===== config.mk =====
export PLATFORM = sky130hd
export DESIGN_NAME = multicycle_control
export DESIGN_NICKNAME = d
export VERILOG_FILES = /design/src/rtl/multicycle_control.sv
export SDC_FILE = /design/constraint.sdc
export NUM_CORES = 1
export LEC_CHECK = 0
export ABC_AREA = 1
export CAP_MARGIN = 20
export CELL_PAD_IN_SITES_DETAIL_PLACEMENT = 0
export CELL_PAD_IN_SITES_GLOBAL_PLACEMENT = 2
export CORE_ASPECT_RATIO = 1.75
export CORE_MARGIN = 2
export CORE_UTILIZATION = 19
export CTS_CLUSTER_SIZE = 24
export DETAILED_ROUTE_END_ITERATION = 16
export GPL_TIMING_DRIVEN = 0
export PLACE_DENSITY_LB_ADDON = 0.1
export REMOVE_ABC_BUFFERS = 1
export SETUP_SLACK_MARGIN = 0.05
export SYNTH_ARGS = -nofsm -noshare
export SYNTH_HDL_FRONTEND = slang
export SYNTH_SLANG_ARGS = --single-unit
export TNS_END_PERCENT = 100

===== constraint.sdc =====
create_clock -name clk -period 1.65 [get_ports clk]
set_input_delay 0.2475 -clock clk [delete_from_list [all_inputs] [get_ports clk]]
set_output_delay 0.2475 -clock clk [all_outputs]
set_load 0.02 [all_outputs]

===== src/rtl/multicycle_control.sv =====
// Multicycle MIPS controller: Moore FSM sequencing shared ALU, unified memory and register file.
// Outputs decode state (plus Zero/MemReady); request states stall until MemReady.
module multicycle_control (
  input  logic       clk,
  input  logic       reset,
  input  logic [5:0] Op,
  input  logic [5:0] Funct,
  input  logic       Zero,
  input  logic       MemReady,
  output logic       MemReq,
  output logic       IorD,
  output logic       MemWrite,
  output logic       IRWrite,
  output logic       RegDst,
  output logic       MemtoReg,
  output logic       RegWrite,
  output logic       ALUSrcA,
  output logic [1:0] ALUSrcB,
  output logic [2:0] ALUControl,
  output logic [1:0] PCSrc,
  output logic       PCEn,
  output logic       IllegalOp,
  output logic       InstrDone
);

  typedef enum logic [3:0] {
    S_FETCH   = 4'd0,
    S_DECODE  = 4'd1,
    S_MEMADR  = 4'd2,
    S_MEMREAD = 4'd3,
    S_MEMWB   = 4'd4,
    S_MEMWR   = 4'd5,
    S_EXECUTE = 4'd6,
    S_ALUWB   = 4'd7,
    S_BRANCH  = 4'd8,
    S_ADDIEX  = 4'd9,
    S_ADDIWB  = 4'd10,
    S_JUMP    = 4'd11
  } state_t;

  localparam logic [2:0] ALU_ADD = 3'b010;
  localparam logic [2:0] ALU_SUB = 3'b110;

  state_t     r_state;
  state_t     w_next;
  logic       w_funct_ok;
  logic [2:0] w_funct_alu;
  logic       w_memreq;
  logic       w_memwrite;
  logic       w_irwrite;
  logic       w_regwrite;
  logic       w_pcwrite;
  logic       w_branch;
  logic       w_illegal;
  logic       w_done;

  always_comb begin
    w_funct_ok  = 1'b1;
    w_funct_alu = 3'b000;
    case (Funct)
      6'b100000: w_funct_alu = 3'b010;
      6'b100010: w_funct_alu = 3'b110;
      6'b100100: w_funct_alu = 3'b000;
      6'b100101: w_funct_alu = 3'b001;
      6'b101010: w_funct_alu = 3'b111;
      default:   w_funct_ok  = 1'b0;
    endcase
  end

  always_ff @(posedge clk) begin
    if (reset) r_state <= S_FETCH;
    else       r_state <= w_next;
  end

  always_comb begin
    w_next     = r_state;
    w_memreq   = 1'b0;
    w_memwrite = 1'b0;
    w_irwrite  = 1'b0;
    w_regwrite = 1'b0;
    w_pcwrite  = 1'b0;
    w_branch   = 1'b0;
    w_illegal  = 1'b0;
    w_done     = 1'b0;
    IorD       = 1'b0;
    RegDst     = 1'b0;
    MemtoReg   = 1'b0;
    ALUSrcA    = 1'b0;
    ALUSrcB    = 2'b00;
    ALUControl = 3'b000;
    PCSrc      = 2'b00;
    case (r_state)
      S_FETCH: begin
        w_memreq   = 1'b1;
        ALUSrcB    = 2'b01;
        ALUControl = ALU_ADD;
        w_irwrite  = MemReady;
        w_pcwrite  = MemReady;
        if (MemReady) w_next = S_DECODE;
      end
      S_DECODE: begin
        ALUSrcB    = 2'b11;
        ALUControl = ALU_ADD;
        case (Op)
          6'b100011, 6'b101011: w_next = S_MEMADR;
          6'b000000: begin
            w_next    = w_funct_ok ? S_EXECUTE : S_FETCH;
            w_illegal = ~w_funct_ok;
          end
          6'b000100: w_next = S_BRANCH;
          6'b001000: w_next = S_ADDIEX;
          6'b000010: w_next = S_JUMP;
          default: begin
            w_next    = S_FETCH;
            w_illegal = 1'b1;
          end
        endcase
      end
      S_MEMADR, S_ADDIEX: begin
        ALUSrcA    = 1'b1;
        ALUSrcB    = 2'b10;
        ALUControl = ALU_ADD;
        if (r_state == S_ADDIEX)   w_next = S_ADDIWB;
        else if (Op == 6'b100011)  w_next = S_MEMREAD;
        else                       w_next = S_MEMWR;
      end
      S_MEMREAD: begin
        w_memreq = 1'b1;
        IorD     = 1'b1;
        if (MemReady) w_next = S_MEMWB;
      end
      S_MEMWR: begin
        w_memreq   = 1'b1;
        IorD       = 1'b1;
        w_memwrite = 1'b1;
        w_done     = MemReady;
        if (MemReady) w_next = S_FETCH;
      end
      S_MEMWB: begin
        MemtoReg   = 1'b1;
        w_regwrite = 1'b1;
        w_done     = 1'b1;
        w_next     = S_FETCH;
      end
      S_EXECUTE: begin
        ALUSrcA    = 1'b1;
        ALUControl = w_funct_alu;
        w_next     = S_ALUWB;
      end
      S_ALUWB, S_ADDIWB: begin
        RegDst     = (r_state == S_ALUWB);
        w_regwrite = 1'b1;
        w_done     = 1'b1;
        w_next     = S_FETCH;
      end
      S_BRANCH: begin
        ALUSrcA    = 1'b1;
        ALUControl = ALU_SUB;
        PCSrc      = 2'b01;
        w_branch   = 1'b1;
        w_done     = 1'b1;
        w_next     = S_FETCH;
      end
      S_JUMP: begin
        PCSrc     = 2'b10;
        w_pcwrite = 1'b1;
        w_done    = 1'b1;
        w_next    = S_FETCH;
      end
      default: w_next = S_FETCH;
    endcase
  end

  // Reset masks every enable/pulse so an aborted instruction writes nothing.
  assign MemReq    = w_memreq   & ~reset;
  assign MemWrite  = w_memwrite & ~reset;
  assign IRWrite   = w_irwrite  & ~reset;
  assign RegWrite  = w_regwrite & ~reset;
  assign PCEn      = (w_pcwrite | (w_branch & Zero)) & ~reset;
  assign IllegalOp = w_illegal  & ~reset;
  assign InstrDone = w_done     & ~reset;

endmodule


# == Word level (Yosys, flattened, before mapping) ==
# Index checks and enable logic that the tools add are counted.
# word_totals
reg_bits,4
inputBits,16
# op_classes
n_eq_ne,24
mux,26
bitwise_logic,11
reduce_logical,14
# op_table
operator,n
$eq 6x6->1 const B,7
$pmux 4 s6,1
$pmux 4 s5,1
$eq 4x3->1 const B,4
$eq 4x4->1 const B,4
$mux 4,4
$reduce_or 5->1,3
$pmux 3 s4,1
$mux 1,11
$pmux 3 s3,1
$and 1x1->1,8
$eq 4x2->1 const B,2
$reduce_or 2->1,4
$reduce_or 4->1,2
$eq 6x2->1 const B,1
$eq 6x3->1 const B,1
$eq 6x4->1 const B,1
$logic_not 6->1,1
$mux 3,2
$ne 2x2->1 const B,3
$pmux 1 s2,3
$pmux 2 s3,1
$reduce_or 3->1,2
$eq 4x1->1 const B,1
5 further kinds,6

# == Depth between registers and ports, before layout ==
# Gate-level depths: netlist of the first run.
# depth
word_depth,7
mapped_depth,10
depth_no_buf,10

# == Least setup slack after synthesis of the first run ==
# Ideal clock, no wire load.
# synth_path
kind,flip-flop to output port
from,register r_state[1]
to,output port ALUControl[1]
arrival_time_ns,1.445
setup_slack_ns,-0.042
path_stages_with_launch,3
path_buffers,0
path_cell_list,dfxtp_1 -> nand2_2 -> o311ai_0
# synth_via
elab_chain_len,3
word_cells_on_any_way,8
cone_classes,eq/ne: 5; mux: 1; reduce/logical: 2
# synth_lines
item,line,rtl
start: declaration,44,state_t r_state;
start signal: assignment,72,else r_state <= w_next;
"$eq 4x4->1, or another cell as far along",92,case (r_state)
$reduce_or 4->1 (no line),n/a,
$pmux 3 s3 (*),92,
end: declaration,19,"output logic [2:0] ALUControl,"
# Every way passes the cells marked *; elsewhere a longest branch is shown, timed or not.

# == Final worst setup path of the first run ==
# layout_path
from,register r_state[0]
to,output port ALUSrcB[1]
# layout_via
elab_chain_len,3
word_cells_on_any_way,6
cone_classes,eq/ne: 3; mux: 1; reduce/logical: 2
# layout_lines
item,line,rtl
$eq 4x4->1 / $eq 4x2->1 (equally long branches),92,
$reduce_or 2->1,92,
$pmux 2 s3 (*),92,
end: declaration,18,"output logic [1:0] ALUSrcB,"
# Marked as above.

==> out/qor.json, run 1 <==
{
  "critical_path.top_delay_family": {"value": "buffers and inverters"},
  "grt-ovfl-total": {"value": 0},
  "finish.cell_count_without_fillers": {"value": 230},
  "cts.clk_slew.worst_paths": {"value": 40, "unit": "ps"},
  "post_synth_instance_area": {"value": 688, "unit": "um2"},
  "grt_first_pass_wirelength": {"value": 4380, "unit": "um"},
  "post_synth_and_or_nand_nor_area_fraction": {"value": 0.613},
  "reg2reg_from": {"value": "r_state[2]"},
  "outcome": {"value": "completed"},
  "drc_errors": {"value": 0},
  "synth_largest_area_cell": {"value": "sky130_fd_sc_hd__nand2_1"},
  "largest_family_of_logic_cells_by_synthesized_area": {"value": "simple AND/OR/NAND/NOR gates"},
  "irDropWorstVdd": {"value": 0.272, "unit": "mV"},
  "cts_max_path_buffers": {"value": 2},
  "h-tree-depth": {"value": 1},
  "start_kind": {"value": "register"},
  "design.portCount": {"value": 34},
  "netlist_top_cells_count": {"value": "30 x sky130_fd_sc_hd__nand2_1, 21 x sky130_fd_sc_hd__inv_1, 20 x sky130_fd_sc_hd__nor2_1, 10 x sky130_fd_sc_hd__nand3_1, 8 x sky130_fd_sc_hd__inv_2"},
  "worst-endpoint-required": {"value": 1400, "unit": "ps"},
  "final.setup.tns": {"value": 0, "unit": "ps"},
  "die_h": {"value": 83.6, "unit": "um"},
  "detailedPlacementHpwl": {"value": 1950, "unit": "um"},
  "cp.arrival": {"value": 1390, "unit": "ps"},
  "cts_num_sinks": {"value": 4},
  "drv.max_cap_violation_count": {"value": 0},
  "dominantRegCellSynth": {"value": "sky130_fd_sc_hd__dfxtp_1"},
  "p_per_area": {"value": 400, "unit": "nW/um2"},
  "worst_slew_margin_rel": {"value": 0.759},
  "timing.critical_path.buf_inv": {"value": 4},
  "largest_register_ff_count": {"value": 4},
  "reg2regPathDepth": {"value": 11},
  "syn_avg_cell_area": {"value": 5.33, "unit": "um2"},
  "initial_utilization": {"value": 0.194},
  "vias": {"value": 978},
  "cts_hold_buf": {"value": 0},
  "hold_path_class": {"value": "in -> reg"},
  "route.detailed.wl_per_inst": {"value": 11.4, "unit": "um"},
  "portBuffers": {"value": 33},
  "gp_congestion": {"value": 0.765},
  "cts_tree": {"value": "done"},
  "cts_made_buffers": {"value": 3},
  "final_min_period_over_clock_period": {"value": 0.994},
  "asyncSetResetFlopFracSynth": {"value": 0},
  "flow.area_growth_from_synthesis": {"value": 97.1, "unit": "%"},
  "clock-root-buffer": {"value": "sky130_fd_sc_hd__clkbuf_8"},
  "grt_max_degree": {"value": 9},
  "worstHoldStart": {"value": "reset"},
  "place_area": {"value": 1070, "unit": "um2"},
  "place_inst": {"value": 207},
  "synth_fa_ha_area_frac": {"value": 0},
  "path_max_fanout": {"value": 4},
  "crit_chain": {"value": "inv_6 > nor2_4 > inv_4 > nor2_4 > buf_4 > or2_2 > buf_2"},
  "grt_setup_unrepaired": {"value": "yes"},
  "yosys_reg_bits": {"value": 4},
  "top_register": {"value": "r_state"},
  "drt_iter0_drc": {"value": 8},
  "worst_skew_pair.late_latency": {"value": 220, "unit": "ps"},
  "biggestRegsByFlops": {"value": "r_state (4)"},
  "synth_enable_flop_cells": {"value": 0},
  "worstHoldEndpoint": {"value": "r_state[2]"},
  "final_net_count": {"value": 202},
  "finish.instance_area": {"value": 1360, "unit": "um2"},
  "slowest_cell_on_crit_path": {"value": "sky130_fd_sc_hd__dfxtp_4"},
  "finalHoldViolCount": {"value": 0},
  "final-setup-viol-count": {"value": 0},
  "finalHoldWorstSlack": {"value": 532, "unit": "ps"},
  "crit_top_cell": {"value": "sky130_fd_sc_hd__nor2_4"},
  "setup.worst_path.class": {"value": "reg -> out"},
  "yosys-top-cells-area": {"value": "sky130_fd_sc_hd__nand2_1 16%, sky130_fd_sc_hd__dfxtp_1 12%, sky130_fd_sc_hd__inv_1 11%"},
  "synth_seq_area_share": {"value": 0.116},
  "number_of_global_route_vias_before_repair": {"value": 1034},
  "timing_limited_maximum_frequency": {"value": 609, "unit": "MHz"},
  "final_max_slew_viol_count": {"value": 0},
  "synth_top_area_share": {"value": 0.164},
  "routed_wl": {"value": 2620, "unit": "um"},
  "synthDistinctLibCells": {"value": 21},
  "timing.critical_path.to_type": {"value": "output port"},
  "power.static_leakage": {"value": 0.000717, "unit": "uW"},
  "grtUsageTotal": {"value": 0.133},
  "post_synth_mux_area_share": {"value": 0},
  "die-width": {"value": 49.5, "unit": "um"},
  "core_area": {"value": 3560, "unit": "um2"},
  "ant_nets": {"value": 0},
  "drive_gt1_frac": {"value": 0.511},
  "synth_compound_gate_area_share": {"value": 0.107},
  "tightest_slew": {"value": 362, "unit": "ps"},
  "antenna_diode_instance_count": {"value": 0},
  "worst-r2r-setup-slack": {"value": 250, "unit": "ps"},
  "rows": {"value": 29},
  "viasPerCell": {"value": 4.25},
  "synth_warnings": {"value": 0},
  "layout_min_cycle_time": {"value": 1640, "unit": "ps"},
  "worstReg2RegEnd": {"value": "r_state[2]"},
  "grt_antenna_before_repair": {"value": 0},
  "syn-instance-count": {"value": 129},
  "yosysMostFrequentCell": {"value": "sky130_fd_sc_hd__nand2_1"},
  "skew": {"value": 3.16, "unit": "ps"},
  "yosys.area_share.xor_xnor": {"value": 0},
  "worst_path_largest_cell_delay": {"value": 350, "unit": "ps"},
  "holdPathStages": {"value": 2},
  "total_die_area": {"value": 4140, "unit": "um2"},
  "first_pass_iters": {"value": 4}
}
## routing by layer
| layer | routed length, um | global-route usage | up-vias | share of wire |
|---|---|---|---|---|
| met2 | 1450 | 0.242 | 25 | 0.55 |
| met5 | 0 | 0 | - | 0 |
| met4 | 39 | 0.0657 | 0 | 0.015 |
| met3 | 108 | 0.0125 | 5 | 0.041 |
| met1 | 1020 | 0.148 | 436 | 0.39 |
| li1 | - | - | 512 | - |
## power breakdown
group	internal (uW)	switching [uW]	leakage [uW]	total (uW)
Sequential	97.0	6.43	0.0000355	103
Combinational	101	124	0.000660	225
Clock	156	57.4	0.0000216	214
## worst max-delay path by stage
stage                     from             to  slack (ps)  depth (start not counted)
CTS                 r_state[3]     ALUSrcB[1]        -100                          6
global route        r_state[0]      IllegalOp         -50                          7
finish              r_state[0]     ALUSrcB[1]           9                          7
floorplan           r_state[1]  ALUControl[1]         -40                          2
detailed placement    Funct[1]      IllegalOp        -580                          9
global placement      Funct[5]  ALUControl[1]        -630                          6
## timing repair
item | CTS | global route
setup buffers | 14 | 6
endpoints found under the setup margin | 18 | 18
gates resized for setup | 103 | 38
hold endpoints to repair | 0 | 0
pin swaps | 11 | 8
## worst register-to-register path: stages (launching register included)
cell and delay (ps):
sky130_fd_sc_hd__dfxtp_4 360, sky130_fd_sc_hd__nor2_4 170, sky130_fd_sc_hd__inv_4 70, sky130_fd_sc_hd__buf_4 130
sky130_fd_sc_hd__buf_4 120, sky130_fd_sc_hd__nor2_1 90, sky130_fd_sc_hd__nand3_1 80, sky130_fd_sc_hd__nand2_1 60
sky130_fd_sc_hd__inv_1 40, sky130_fd_sc_hd__nand2_2 70, sky130_fd_sc_hd__nand2_2 60, sky130_fd_sc_hd__a21oi_2 100
## layout by cell type, fill, tap and decap left out, types with 4 or more instances in the layout
| cell type | count |
|---|---|
| sky130_fd_sc_hd__buf_2 | 5 |
| sky130_fd_sc_hd__nor2_4 | 11 |
| sky130_fd_sc_hd__nor2_1 | 14 |
| sky130_fd_sc_hd__dfxtp_4 | 4 |
| sky130_fd_sc_hd__inv_4 | 5 |
| sky130_fd_sc_hd__nand2_2 | 9 |
| sky130_fd_sc_hd__nand3_1 | 6 |
| sky130_fd_sc_hd__nand4_1 | 6 |
| sky130_fd_sc_hd__nand2_1 | 23 |
| sky130_fd_sc_hd__nor2_2 | 4 |
| sky130_fd_sc_hd__inv_2 | 7 |
| sky130_fd_sc_hd__dlygate4sd2_1 | 15 |
| sky130_fd_sc_hd__buf_4 | 26 |
| sky130_fd_sc_hd__nand3_2 | 5 |
| sky130_fd_sc_hd__inv_1 | 16 |
## layout make-up
type	instances	area [um2]
well taps	46	57.6
fillers	432	2200
clock buffers	3	41.3
flip-flops and latches	4	95.1
multi-input cells	95	616
inverters	29	126
repair buffers	53	420
## kinds of logic after synthesis
logic type	count (synthesis)
flops	4
buf+inv	30
simple gates	84
compound gates	11
## stage by stage
stage	util	setup WS [ps]	power (uW)
CTS	0.354	-101	530
finish	0.381	9.26	542
floorplan	-	-42.2	200
global placement	0.302	-628	285
global route	0.381	-47.4	578
detailed placement	0.302	-584	284
(Power assumes the default switching activity.)
==> run 2: changes to the inputs <==
--- a/config.mk
+++ b/config.mk
@@ -18,6 +18,7 @@
 export PLACE_DENSITY_LB_ADDON = 0.1
 export REMOVE_ABC_BUFFERS = 1
 export SETUP_SLACK_MARGIN = 0.05
+export SKIP_CTS_REPAIR_TIMING = 1
 export SYNTH_ARGS = -nofsm -noshare
 export SYNTH_HDL_FRONTEND = slang
 export SYNTH_SLANG_ARGS = --single-unit
==> constraint.sdc (replaced) <==
create_clock -name clk -period 1.65 [get_ports clk]
set_input_delay 0.495 -clock clk [delete_from_list [all_inputs] [get_ports clk]]
set_output_delay 0.495 -clock clk [all_outputs]
set_load 0.02 [all_outputs]
==> run 2 against run 1 <==
Effect of this change: flip-flop and latch count unchanged; worst hold slack improved by 28 ps; count of clock-buffer cells in the layout unchanged; the run now ends with negative setup slack left; die area unchanged; maximum frequency is 13% lower; combinational power is 5% lower; global-route usage decreased by 0.94 points; highest routed layer is now met3; setup slack lost 250 ps.
==> out/qor.json, run 2 (synthesis gave the netlist of run 1 again) <==
{
  "routed_wl": {"value": 2450, "unit": "um", "change": "-6.6%"},
  "cts_made_buffers": {"value": 3, "change": "unchanged"},
  "skew": {"value": 1.56, "unit": "ps", "change": "-1.60 ps"},
  "h-tree-depth": {"value": 1, "change": "unchanged"},
  "final_net_count": {"value": 192, "change": "-5.0%"},
  "grt_first_pass_wirelength": {"value": 4020, "unit": "um", "change": "-8.2%"},
  "cp.arrival": {"value": 1390, "unit": "ps", "change": "about the same"},
  "route.detailed.wl_per_inst": {"value": 11.1, "unit": "um", "change": "-2.4%"},
  "final_max_slew_viol_count": {"value": 0, "change": "unchanged"},
  "worst_skew_pair.late_latency": {"value": 220, "unit": "ps", "change": "about the same"},
  "outcome": {"value": "finished with violations"},
  "hold_path_class": {"value": "in -> reg"},
  "cts_max_path_buffers": {"value": 2, "change": "unchanged"},
  "total_die_area": {"value": 4140, "unit": "um2", "change": "unchanged"},
  "largest_register_ff_count": {"value": 4, "change": "unchanged"},
  "finish.instance_area": {"value": 1340, "unit": "um2", "change": "-0.92%"},
  "number_of_global_route_vias_before_repair": {"value": 940, "change": "-9.1%"},
  "timing.critical_path.to_type": {"value": "output port"},
  "grt_max_degree": {"value": 9, "change": "unchanged"},
  "final-setup-viol-count": {"value": 13, "change": "+13"},
  "met2RoutedLength": {"value": 1390, "unit": "um", "change": "-3.9%"},
  "vias": {"value": 938, "change": "-4.1%"},
  "start_kind": {"value": "register"},
  "antenna_diode_instance_count": {"value": 0, "change": "unchanged"},
  "die-width": {"value": 49.5, "unit": "um", "change": "unchanged"},
  "finalHoldWorstSlack": {"value": 559, "unit": "ps", "change": "+27.8 ps"},
  "failed_checks": {"value": "negative setup slack"},
  "highest_layer": {"value": "met3"},
  "initial_utilization": {"value": 0.194, "change": "unchanged"},
  "flow.area_growth_from_synthesis": {"value": 95.3, "unit": "%"},
  "viasPerCell": {"value": 4.26, "change": "+0.27%"},
  "final_common_cell": {"value": "sky130_fd_sc_hd__nand2_1"},
  "top_register": {"value": "r_state"},
  "drive_gt1_frac": {"value": 0.552, "change": "+0.0409"},
  "power.static_leakage": {"value": 0.000703, "unit": "uW", "change": "-2.0%"},
  "worst_slew_margin_rel": {"value": 0.855, "change": "+0.0964"},
  "timing_limited_maximum_frequency": {"value": 530, "unit": "MHz", "change": "-13%"},
  "final.setup.tns": {"value": -1930, "unit": "ps", "change": "-1930 ps"},
  "first_pass_iters": {"value": 2, "change": "-2"},
  "rows": {"value": 29, "change": "unchanged"},
  "total_power": {"value": 527, "unit": "uW", "change": "-2.7%"},
  "die_h": {"value": 83.6, "unit": "um", "change": "unchanged"},
  "irDropWorstVdd": {"value": 0.276, "unit": "mV", "change": "+1.7%"},
  "grt_antenna_before_repair": {"value": 0, "change": "unchanged"},
  "core_area": {"value": 3560, "unit": "um2", "change": "unchanged"},
  "path_max_fanout": {"value": 5, "change": "+1"},
  "grt_setup_unrepaired": {"value": "yes"},
  "final_min_period_over_clock_period": {"value": 1.14, "change": "+0.149"},
  "finalHoldViolCount": {"value": 0, "change": "unchanged"},
  "design.portCount": {"value": 34, "change": "unchanged"},
  "drc_errors": {"value": 0, "change": "unchanged"},
  "clock-root-buffer": {"value": "sky130_fd_sc_hd__clkbuf_8"},
  "grtUsageTotal": {"value": 0.123, "change": "-0.00944"},
  "ant_nets": {"value": 0, "change": "unchanged"},
  "tightest_slew": {"value": 217, "unit": "ps", "change": "-145 ps"},
  "cts.clk_slew.worst_paths": {"value": 30, "unit": "ps", "change": "about the same"},
  "grt-ovfl-total": {"value": 0, "change": "unchanged"},
  "cts_num_sinks": {"value": 4, "change": "unchanged"},
  "layout_min_cycle_time": {"value": 1890, "unit": "ps", "change": "+247 ps"},
  "post-place-ws": {"value": -1080, "unit": "ps", "change": "-495 ps"},
  "detailedPlacementHpwl": {"value": 1950, "unit": "um", "change": "unchanged"},
  "biggestRegsByFlops": {"value": "r_state (4)"},
  "drv.max_cap_violation_count": {"value": 0, "change": "unchanged"},
  "routed-wl-met3": {"value": 110, "unit": "um", "change": "+1.9%"},
  "cts_tree": {"value": "done"},
  "drt_iter0_drc": {"value": 11, "change": "+3"},
  "setup.worst_path.class": {"value": "reg -> out"},
  "gp_congestion": {"value": 0.765, "change": "unchanged"},
  "portBuffers": {"value": 33, "change": "unchanged"},
  "place_area": {"value": 1070, "unit": "um2", "change": "unchanged"},
  "worst_slack": {"value": -237, "unit": "ps", "change": "-247 ps"},
  "p_per_area": {"value": 392, "unit": "nW/um2", "change": "-1.8%"},
  "worst-endpoint-required": {"value": 1150, "unit": "ps", "change": "-250 ps"},
  "wirelength_met1": {"value": 942, "unit": "um", "change": "-7.8%"},
  "mostFrequentLayoutCells": {"value": "24 x sky130_fd_sc_hd__nand2_1, 16 x sky130_fd_sc_hd__buf_4, 15 x sky130_fd_sc_hd__inv_1, 13 x sky130_fd_sc_hd__nor2_4, 13 x sky130_fd_sc_hd__nor2_1"}
}
[run 2: cell types whose count changed in the layout (fill, tap and decap cells not counted), sizes merged]
cell	delta
clkbuf	+6
clkdlybuf4s50	-1
dlymetal6s2s	+8
dlygate4sd2	-15
buf	-6
clkdlybuf4s15	-2
[run 2: stage by stage]
stage,instances,util
6_report,220,0.378
2_1_floorplan,128,-
3_5_place_dp,207,0.302
5_1_grt,220,0.378
4_1_cts,210,0.313
3_3_place_gp,207,0.302
[run 2: critical path, cell delays in order (launching register included)]
cell	delay (ps)
sky130_fd_sc_hd__dfxtp_4	380
sky130_fd_sc_hd__inv_8	50
sky130_fd_sc_hd__nor2_4	140
sky130_fd_sc_hd__inv_4	70
sky130_fd_sc_hd__nor2_4	120
sky130_fd_sc_hd__nand3_2	70
sky130_fd_sc_hd__nor3b_2	180
sky130_fd_sc_hd__buf_4	160
[run 2: report_power, final]
| part | leakage (uW) | internal [uW] | total (uW) | switching (uW) |
|---|---|---|---|---|
| registers | 0.0000355 | 97.1 | 105 | 8.21 |
| clock network | 0.0000216 | 156 | 208 | 52.5 |
| logic | 0.000645 | 95.7 | 213 | 118 |
| total | 0.000703 | 348 | 527 | 178 |
[run 2: final cells by class]
cell class	instances	area [um2]
fill	416	2210
multi-input combinational	95	638
timing repair buffer	43	383
inverter	29	129
sequential	4	95.1
tap	46	57.6
clock buffer	3	41.3
[run 2: final timing paths]
path         slack [ps]          to       start  cells after the start
max                -240   IllegalOp  r_state[0]                      7
max reg2reg         310  r_state[0]  r_state[0]                     10
min                 560  r_state[0]       reset                      2
min reg2reg         560  r_state[0]  r_state[0]                      2
[run 2: metal layers]
layer / global-route usage / up-vias
met5: 0 / -
met4: 0.0631 / 0
li1: - / 495
met3: 0.0108 / 0
met1: 0.143 / 423
met2: 0.217 / 20
==> run 3: changes to the inputs <==
--- a/config.mk
+++ b/config.mk
@@ -6,11 +6,11 @@
 export NUM_CORES = 1
 export LEC_CHECK = 0
 export ABC_AREA = 1
+export ABC_CLOCK_PERIOD_IN_PS = 1650
 export CAP_MARGIN = 20
 export CELL_PAD_IN_SITES_DETAIL_PLACEMENT = 0
 export CELL_PAD_IN_SITES_GLOBAL_PLACEMENT = 2
 export CORE_ASPECT_RATIO = 1.75
-export CORE_MARGIN = 2
 export CORE_UTILIZATION = 19
 export CTS_CLUSTER_SIZE = 24
 export DETAILED_ROUTE_END_ITERATION = 16
@@ -22,4 +22,4 @@
 export SYNTH_ARGS = -nofsm -noshare
 export SYNTH_HDL_FRONTEND = slang
 export SYNTH_SLANG_ARGS = --single-unit
-export TNS_END_PERCENT = 100
+export TNS_END_PERCENT = 5
==> run 3 against run 2 <==
Effect of this change: the flow still finishes with violations (negative setup slack); sequential power about the same; clock power about the same; wire length down 3.2%; maximum frequency down 1.7%; cell count down 2.3%; first-iteration DRC count down 64%; sequential share of layout area up 0.43 points; combinational power down 6%.
==> out/qor.json, run 3 (synthesis gave the netlist of run 1 again) <==
{
  "final_net_count": {"value": 188, "change": "-2.1%"},
  "top_register": {"value": "r_state"},
  "cp.arrival": {"value": 1430, "unit": "ps", "change": "+40 ps"},
  "grt_max_degree": {"value": 9, "change": "unchanged"},
  "p_per_area": {"value": 404, "unit": "nW/um2", "change": "+3.1%"},
  "finalHoldViolCount": {"value": 0, "change": "unchanged"},
  "path_max_fanout": {"value": 5, "change": "unchanged"},
  "place_inst": {"value": 206, "change": "-0.48%"},
  "design.portCount": {"value": 34, "change": "unchanged"},
  "biggestRegsByFlops": {"value": "r_state (4)"},
  "cts_num_sinks": {"value": 4, "change": "unchanged"},
  "grt_antenna_before_repair": {"value": 0, "change": "unchanged"},
  "drc_errors": {"value": 0, "change": "unchanged"},
  "total_die_area": {"value": 3880, "unit": "um2", "change": "-6.3%"},
  "portBuffers": {"value": 33, "change": "unchanged"},
  "skew": {"value": 3.18, "unit": "ps", "change": "+1.62 ps"},
  "initial_utilization": {"value": 0.200, "change": "+0.00691"},
  "flow.area_growth_from_synthesis": {"value": 84.2, "unit": "%"},
  "drt_iter0_drc": {"value": 4, "change": "-7"},
  "timing_limited_maximum_frequency": {"value": 521, "unit": "MHz", "change": "-1.7%"},
  "total_power": {"value": 513, "unit": "uW", "change": "-2.7%"},
  "place_area": {"value": 1070, "unit": "um2", "change": "-0.12%"},
  "tightest_slew": {"value": 366, "unit": "ps", "change": "+149 ps"},
  "route.detailed.wl_per_inst": {"value": 11.0, "unit": "um", "change": "-0.98%"},
  "worst_slack": {"value": -270, "unit": "ps", "change": "-33.1 ps"},
  "cts_made_buffers": {"value": 3, "change": "unchanged"},
  "detailedPlacementHpwl": {"value": 1880, "unit": "um", "change": "-3.2%"},
  "power.static_leakage": {"value": 0.000737, "unit": "uW", "change": "+4.9%"},
  "start_kind": {"value": "register"},
  "cts.clk_slew.worst_paths": {"value": 30, "unit": "ps", "change": "about the same"},
  "clock-root-buffer": {"value": "sky130_fd_sc_hd__clkbuf_8"},
  "final_util": {"value": 0.369, "change": "-0.00873"},
  "setup.worst_path.class": {"value": "reg -> out"},
  "grt-ovfl-total": {"value": 0, "change": "unchanged"},
  "drive_gt1_frac": {"value": 0.488, "change": "-0.0635"},
  "grt_setup_unrepaired": {"value": "yes"},
  "worst_slew_margin_rel": {"value": 0.756, "change": "-0.0994"},
  "final-setup-viol-count": {"value": 13, "change": "unchanged"},
  "post-place-ws": {"value": -1100, "unit": "ps", "change": "-22.7 ps"},
  "grtUsageTotal": {"value": 0.134, "change": "+0.0109"},
  "worst_skew_pair.late_latency": {"value": 220, "unit": "ps", "change": "about the same"},
  "number_of_global_route_vias_before_repair": {"value": 941, "change": "+0.11%"},
  "viasPerCell": {"value": 4.26, "change": "-0.18%"},
  "cts_tree": {"value": "done"},
  "die_h": {"value": 81.6, "unit": "um", "change": "-2.4%"},
  "final_max_slew_viol_count": {"value": 0, "change": "unchanged"},
  "antenna_diode_instance_count": {"value": 0, "change": "unchanged"},
  "hold_path_class": {"value": "reg -> reg"},
  "grt_first_pass_wirelength": {"value": 3800, "unit": "um", "change": "-5.5%"},
  "final_common_cell": {"value": "sky130_fd_sc_hd__nand2_1"},
  "rows": {"value": 28, "change": "-3.4%"},
  "timing.critical_path.to_type": {"value": "output port"},
  "cts_max_path_buffers": {"value": 2, "change": "unchanged"},
  "first_pass_iters": {"value": 3, "change": "+1"},
  "outcome": {"value": "finished with violations"},
  "drv.max_cap_violation_count": {"value": 0, "change": "unchanged"},
  "largest_register_ff_count": {"value": 4, "change": "unchanged"},
  "layout_min_cycle_time": {"value": 1920, "unit": "ps", "change": "+33.1 ps"},
  "mostFrequentLayoutCells": {"value": "24 x sky130_fd_sc_hd__nand2_1, 15 x sky130_fd_sc_hd__inv_1, 15 x sky130_fd_sc_hd__dlymetal6s2s_1, 14 x sky130_fd_sc_hd__nor2_1, 13 x sky130_fd_sc_hd__buf_4"},
  "die-width": {"value": 47.5, "unit": "um", "change": "-4.0%"},
  "h-tree-depth": {"value": 1, "change": "unchanged"},
  "worst-endpoint-required": {"value": 1150, "unit": "ps", "change": "about the same"},
  "finish.instance_area": {"value": 1270, "unit": "um2", "change": "-5.7%"},
  "core_area": {"value": 3430, "unit": "um2", "change": "-3.4%"},
  "failed_checks": {"value": "negative setup slack"},
  "ant_nets": {"value": 0, "change": "unchanged"},
  "final_min_period_over_clock_period": {"value": 1.16, "change": "+0.0201"},
  "gp_congestion": {"value": 0.790, "change": "+3.2%"},
  "finish.cell_count_without_fillers": {"value": 215, "change": "-2.3%"},
  "routed_wl": {"value": 2370, "unit": "um", "change": "-3.2%"},
  "vias": {"value": 915, "change": "-2.5%"},
  "irDropWorstVdd": {"value": 0.287, "unit": "mV", "change": "+3.8%"}
}
==> run 3: path summary, 6_finish.rpt <==
check                                 from         end  slack, ps  depth (start not counted)
worst max-delay path            r_state[0]  ALUSrcB[1]       -270                          7
worst min-delay path            r_state[0]  r_state[0]        550                          2
worst max register to register  r_state[0]  r_state[2]        250                         10
worst min register to register  r_state[0]  r_state[0]        550                          2
==> run 3: final cells by class <==
cell class              count  area, um2
repair buffers             39        364
well taps                  45       56.3
flip-flops and latches      4       95.1
clock buffers               3       41.3
fillers                   423       2170
inverters                  29        119
multi-input cells          95        592
==> run 3: power by group <==
| group | switching [uW] | internal (uW) | total [uW] |
|---|---|---|---|
| clock network | 52.6 | 156 | 208 |
| registers | 7.07 | 97.0 | 104 |
| logic | 112 | 88.6 | 200 |
==> run 3: per-stage QoR <==
| step | TNS, ps | hold WS [ps] |
|---|---|---|
| 3_3_place_gp | -12030 | 542 |
| 2_1_floorplan | -967 | 505 |
| 4_1_cts | -13250 | 564 |
| 6_report | -1910 | 552 |
| 5_1_grt | -3120 | 584 |
| 3_5_place_dp | -11760 | 556 |
==> run 3: per-layer routing <==
metal  global-route usage  vias up  wire length (um)
met5                    0        -                 0
met4               0.0429        0                 7
met3              0.00659        2                79
met2                0.262       19              1350
met1                0.140      414               934
li1                     -      480                 -
==> run 3: critical path: stages (launching register included) <==
cell                      delay [ps]
sky130_fd_sc_hd__dfxtp_4         360
sky130_fd_sc_hd__inv_6            80
sky130_fd_sc_hd__nor2_4           50
sky130_fd_sc_hd__inv_4            90
sky130_fd_sc_hd__nor2_4           60
sky130_fd_sc_hd__buf_4           130
sky130_fd_sc_hd__or2_2           290
sky130_fd_sc_hd__buf_2           160
